`config.mk`:
```
export PLATFORM = sky130hd
export DESIGN_NAME = west_feeder
export DESIGN_NICKNAME = d
export VERILOG_FILES = /design/src/rtl/west_feeder_pkg.sv /design/src/rtl/west_feeder_skew_line.sv /design/src/rtl/west_feeder.sv
export SDC_FILE = /design/constraint.sdc
export NUM_CORES = 1
export LEC_CHECK = 0
export ABC_AREA = 0
export BUFFER_PORTS_ARGS = -buffer_cell sky130_fd_sc_hd__buf_4
export CAP_MARGIN = 25
export CORE_AREA = 2 2 105 107
export CTS_CLUSTER_DIAMETER = 60
export DETAILED_ROUTE_END_ITERATION = 6
export DIE_AREA = 0 0 107 109
export GPL_ROUTABILITY_DRIVEN = 0
export PLACE_DENSITY = 0.87
export SYNTH_ARGS = -nofsm -noshare
export SYNTH_HDL_FRONTEND = slang
export SYNTH_SLANG_ARGS = --single-unit
export TNS_END_PERCENT = 50
```
`constraint.sdc`:
```
create_clock -name clk -period 5.9 [get_ports clk]
set_clock_uncertainty 0.1 [all_clocks]
set_input_delay 0.295 -clock clk [delete_from_list [all_inputs] [get_ports clk]]
set_output_delay 0.295 -clock clk [all_outputs]
set_load 0.005 [all_outputs]
```
`src/rtl/west_feeder_pkg.sv`:
```
// Shared types and instruction encodings for the west-edge feeder of the systolic array.
package west_feeder_pkg;

  typedef enum logic [1:0] {
    IDLE   = 2'd0,
    STREAM = 2'd1,
    DRAIN  = 2'd2,
    DONE   = 2'd3
  } state_t;

  localparam logic [1:0] INST_BUBBLE  = 2'b00;
  localparam logic [1:0] INST_KLOAD   = 2'b01;
  localparam logic [1:0] INST_EXEC_WS = 2'b10;
  localparam logic [1:0] INST_EXEC_OS = 2'b01;

  // OS rows only ever execute; WS rows distinguish kernel load from execute.
  function automatic logic [1:0] encode_inst(input logic mode, input logic op);
    if (!mode) return INST_EXEC_OS;
    return op ? INST_EXEC_WS : INST_KLOAD;
  endfunction

endpackage

```
`src/rtl/west_feeder_skew_line.sv`:
```
// Per-lane delay line: d register stages of w bits, d=0 is a plain wire.
module skew_line #(
  parameter int d = 1,
  parameter int w = 6
) (
  input  logic         clk,
  input  logic         reset,
  input  logic [w-1:0] din,
  output logic [w-1:0] dout
);

  if (d == 0) begin : g_pass
    logic unused_clk_reset;
    assign unused_clk_reset = clk ^ reset;
    assign dout = din;
  end else begin : g_shift
    logic [w-1:0] sr_q [0:d-1];
    logic [w-1:0] sr_d [0:d-1];

    always_comb begin
      sr_d[0] = din;
      for (int i = 1; i < d; i++) sr_d[i] = sr_q[i-1];
    end

    always_ff @(posedge clk or posedge reset) begin
      if (reset) begin
        for (int i = 0; i < d; i++) sr_q[i] <= '0;
      end else begin
        for (int i = 0; i < d; i++) sr_q[i] <= sr_d[i];
      end
    end

    assign dout = sr_q[d-1];
  end

endmodule

```
`src/rtl/west_feeder.sv`:
```
// West-edge feeder: turns buffered vectors into diagonally skewed per-row data/instruction lanes.
// Optional stall counter output is enabled by defining WEST_FEEDER_STATS_EN.
module west_feeder
  import west_feeder_pkg::*;
#(
  parameter int bw     = 4,
  parameter int row    = 8,
  parameter int len_bw = 8
) (
  input  logic                clk,
  input  logic                reset,
  input  logic                mode,
  input  logic                cmd_valid,
  output logic                cmd_ready,
  input  logic                cmd_op,
  input  logic [len_bw-1:0]   cmd_len,
  input  logic [row*bw-1:0]   in_data,
  input  logic                in_valid,
  output logic                in_ready,
  output logic [row*bw-1:0]   out_w,
  output logic [row*2-1:0]    inst_w,
  output logic                busy,
  output logic                done
`ifdef WEST_FEEDER_STATS_EN
  ,
  output logic [15:0]         stall_cnt
`endif
);

  localparam int DCW = (row > 2) ? $clog2(row - 1) : 1;
  localparam logic [DCW-1:0] DRAIN_LAST = DCW'((row > 1) ? row - 2 : 0);

  state_t              state_q, state_d;
  logic [len_bw-1:0]   rem_q, rem_d;
  logic                mode_q, mode_d;
  logic                op_q, op_d;
  logic [DCW-1:0]      drain_q, drain_d;
  logic [row*bw-1:0]   stage_data_q, stage_data_d;
  logic [1:0]          stage_inst_q, stage_inst_d;
  logic                accept;
  logic                handshake;

  assign cmd_ready = (state_q == IDLE);
  assign in_ready  = (state_q == STREAM) && (rem_q != '0);
  assign busy      = (state_q != IDLE);
  assign done      = (state_q == DONE);
  assign accept    = cmd_valid && cmd_ready;
  assign handshake = in_valid && in_ready;

  // Stall cycles still load the row-0 stage, with a bubble, so the skew stays aligned.
  always_comb begin
    state_d      = state_q;
    rem_d        = rem_q;
    mode_d       = mode_q;
    op_d         = op_q;
    drain_d      = drain_q;
    stage_data_d = handshake ? in_data : '0;
    stage_inst_d = handshake ? encode_inst(mode_q, op_q) : INST_BUBBLE;

    case (state_q)
      IDLE: begin
        if (accept) begin
          mode_d  = mode;
          op_d    = cmd_op;
          rem_d   = cmd_len;
          state_d = (cmd_len == '0) ? DONE : STREAM;
        end
      end
      STREAM: begin
        if (handshake) begin
          rem_d = rem_q - 1'b1;
          if (rem_q == {{(len_bw-1){1'b0}}, 1'b1}) begin
            state_d = (row > 1) ? DRAIN : DONE;
            drain_d = '0;
          end
        end
      end
      DRAIN: begin
        if (drain_q == DRAIN_LAST) begin
          state_d = DONE;
          drain_d = '0;
        end else begin
          drain_d = drain_q + 1'b1;
        end
      end
      DONE: begin
        state_d = IDLE;
      end
      default: begin
        state_d = IDLE;
      end
    endcase
  end

  always_ff @(posedge clk or posedge reset) begin
    if (reset) begin
      state_q      <= IDLE;
      rem_q        <= '0;
      mode_q       <= 1'b0;
      op_q         <= 1'b0;
      drain_q      <= '0;
      stage_data_q <= '0;
      stage_inst_q <= INST_BUBBLE;
    end else begin
      state_q      <= state_d;
      rem_q        <= rem_d;
      mode_q       <= mode_d;
      op_q         <= op_d;
      drain_q      <= drain_d;
      stage_data_q <= stage_data_d;
      stage_inst_q <= stage_inst_d;
    end
  end

  // Lane r adds r more stages behind the shared row-0 register.
  for (genvar r = 0; r < row; r++) begin : g_lane
    logic [bw+1:0] lane_out;

    skew_line #(
      .d(r),
      .w(bw + 2)
    ) u_skew (
      .clk  (clk),
      .reset(reset),
      .din  ({stage_inst_q, stage_data_q[r*bw +: bw]}),
      .dout (lane_out)
    );

    assign out_w[r*bw +: bw] = lane_out[bw-1:0];
    assign inst_w[2*r +: 2]  = lane_out[bw+1:bw];
  end

`ifdef WEST_FEEDER_STATS_EN
  logic [15:0] stall_cnt_q, stall_cnt_d;

  always_comb begin
    stall_cnt_d = stall_cnt_q;
    if (accept) begin
      stall_cnt_d = '0;
    end else if (in_ready && !in_valid && (stall_cnt_q != 16'hFFFF)) begin
      stall_cnt_d = stall_cnt_q + 16'd1;
    end
  end

  always_ff @(posedge clk or posedge reset) begin
    if (reset) stall_cnt_q <= '0;
    else       stall_cnt_q <= stall_cnt_d;
  end

  assign stall_cnt = stall_cnt_q;
`endif

endmodule

```
==> results.yml <==
power_and_ir_drop:
  switching_share: 0.281
  p_switching_mw: 0.913
  power_frac_clock: 0.318
  leakagePower_nw: 3.70
  peakVddDrop_uv: 313
  internal_power_mw: 2.33
  seq_power_share: 0.486
  p_total_mw: 3.25
  p_comb_frac: 0.195
  cellPowerDensity_mw_per_mm2: 449
grt:
  antenna_found_initial: 0
  busiest_layer: "met2"
  grt_usage: 0.203
  grt_pass1_vias: 3255
  grt_first_pass_wirelength_mm: 17.2
  gr-usage-met1: 0.247
  grt_util_met3: 0.0424
  gr-total-overflow: 0
  grt_max_degree: 98
  grt_use_met2: 0.353
clocking:
  cts_buffers: 17
  insertion_delay_ns: 0.52
  cts_root_buf: "clkbuf_8"
  path_clk_slew_ns: 0.06
  cts-htree-levels: 4
  cts.sinks: 175
  post-cts-setup-buffers: 0
  cts_hold_buf: 35
  cts_resized: 0
  clock_path_buffers: 2
  cts_tree: "built"
yosys:
  synth_cells: 349
  synth_edf_count: 0
  synthTopCellsByCount: "dfrtp_1, and2_1, buf_4, inv_1, nor2_1"
  yosys.area.top_type: "dfrtp_1"
  yosysWarnings: 0
  ys_ff_latch: 175
  synth.most_common_cell: "dfrtp_1"
  ys_top_cells_by_area: "dfrtp_1, and2_1, buf_4"
  synth_cell_type_count: 45
  seq_area_frac_synth: 0.793
  syn_area_per_cell_um2: 15.8
  synth.cell_area_mm2: 0.00552
  synth_ff_type: "dfrtp_1"
  synthArstFlopShare: 1.00
  synth_top_area_share: 0.793
  syn_nets: 403
min_path:
  min_to: "state_q[1]$_DFFE_PP0P_"
  worstHoldStart: "cmd_len[1]"
  hp-class: "in2reg"
  hold_depth: 4
layout:
  finalNonFillerCells: 632
  syn2layout_area_growth_pct: 30.9
  num-fill-cells: 656
  final_layout_size_suffix_gt1_frac: 0.285
  diodes: 0
  nets: 533
sta:
  finalHoldViolations: 0
  post-route-min-period_ns: 2.68
  rsz0062_at_grt: "no"
  period_share: 0.453
  drv_slew: 0
  setup_viol: 0
  slew_headroom: 0.394
  final.setup.worst_slack_ns: 3.22
  tns_ns: 0
  tightest_slew_ns: 0.910
  holdWs_ns: 0.0403
  max_freq_mhz: 374
run_status:
  status: "finished clean"
setup_path:
  endpoint_kind: "output port"
  regToRegStartpoint: "rem_q[0]$_DFFE_PP0P_"
  path_max_fanout: 5
  worst_setup_path_start_kind: "register"
  r2r-end: "rem_q[6]$_DFFE_PP0P_"
  arrival_ns: 2.28
  crit_type: "reg2out"
  r2r_slack_ns: 3.69
  r2r_cells: 6
  worstPathRequired_ns: 5.51
route:
  wirelength_mm: 10.8
  wl_per_cell_um: 17.1
  num_vias: 3128
  vias_per_cell: 4.95
  ant_nets: 0
  drc: 0
  drtIter0Drc: 288
  firstDrtPassIters: 4
floorplanning:
  core_mm2: 0.0106
  io_pins: 98
  die_h_um: 109
  die_area_mm2: 0.0117
  rows: 38
  start_util: 0.521
  die_w_um: 107
placed_design:
  dp_slack_ns: 3.42
  placed_cells: 564
  portBuffers: 97
  dpl.hpwl_mm: 6.06
run:
  maxCapViolations: 0
## per-layer routing
metal	up-vias	share of wire
met1	1591	0.39
met3	15	0.040
li1	1407	-
met4	0	0.017
met2	115	0.55
met5	-	0
## cells in the final DEF (no fill, tap or decap), drive strengths merged, types with 3 or more instances in the layout
cell and n:
ha 8, o21ai 7, nand2 5, o22a 3, dlygate4sd3 35, buf 98
and2 32, clkbuf 22, nand3b 3, a21oi 3, nor2 12, nor2b 3
clkinvlp 3, o22ai 7, a31oi 5, nand3 6, clkinv 4, nor3 5
dfrtp 175, and3 4, inv 15
## kinds of logic (layout without fill, tap and decap cells)
family | after synthesis | count (layout) | share of synthesized area
mux | 3 | 3 | 0.00589
flops | 175 | 175 | 0.793
xor+xnor | 2 | 2 | 0.00317
simple gates | 86 | 86 | 0.0922
compound gates | 40 | 40 | 0.0539
buf+inv | 35 | 178 | 0.0333
fa+ha+maj | 8 | 8 | 0.0181
## worst max path at each step
stage / endpoint / cells past startpoint / slack [ns] / from
floorplan: drain_q[0]$_DFFE_PP0P_ / 1 / 0.76 / reset
global placement: stage_inst_q[0]$_DFF_PP0_ / 4 / 3.57 / state_q[1]$_DFFE_PP0P_
detailed placement: stage_inst_q[0]$_DFF_PP0_ / 4 / 3.42 / state_q[1]$_DFFE_PP0P_
CTS: in_ready / 6 / 3.23 / rem_q[0]$_DFFE_PP0P_
global route: in_ready / 6 / 3.10 / rem_q[0]$_DFFE_PP0P_
finish: in_ready / 6 / 3.22 / rem_q[0]$_DFFE_PP0P_
## power groups by stage
stage | logic [mW] | registers [mW] | clock network, mW
6_report | 0.634 | 1.58 | 1.03
5_1_grt | 0.705 | 1.60 | 1.11
4_1_cts | 0.621 | 1.58 | 1.05
3_5_place_dp | 0.596 | 1.59 | 0
3_3_place_gp | 0.566 | 1.56 | 0
2_1_floorplan | 0.402 | 1.54 | 0
## per-stage QoR
stage	util	instance area (um^2)
floorplan	-	5520
global placement	0.594	6300
detailed placement	0.594	6300
CTS	0.679	7200
global route	0.682	7230
finish	0.682	7230
## state kept, by name, indices dropped and copies added, names as in the netlist
register and flops:
g_lane.u_skew.g_shift.sr_d 90, op_q 1, stage_inst_q 2, state_q 2, stage_data_q 32, drain_q 3, rem_q 8, g_lane.u_skew.dout 36
mode_q 1
## critical path, cell delays in order (launching register included)
cell	delay, ns
dfrtp_1	0.43
inv_1	0.18
ha_1	0.27
or3b_1	0.45
nor2_1	0.20
nor2_1	0.08
buf_4	0.14
## layout make-up
class / instances / area [um^2] / share of cell area
inverter: 12 / 50.0 / 0.00692
sequential: 175 / 4380 / 0.606
clock inverter: 11 / 106 / 0.0147
multi-input combinational: 139 / 957 / 0.132
timing repair buffer: 134 / 1110 / 0.154
clock buffer: 21 / 449 / 0.0621
tap: 140 / 175 / 0.0242
(Power assumes the default switching activity.)
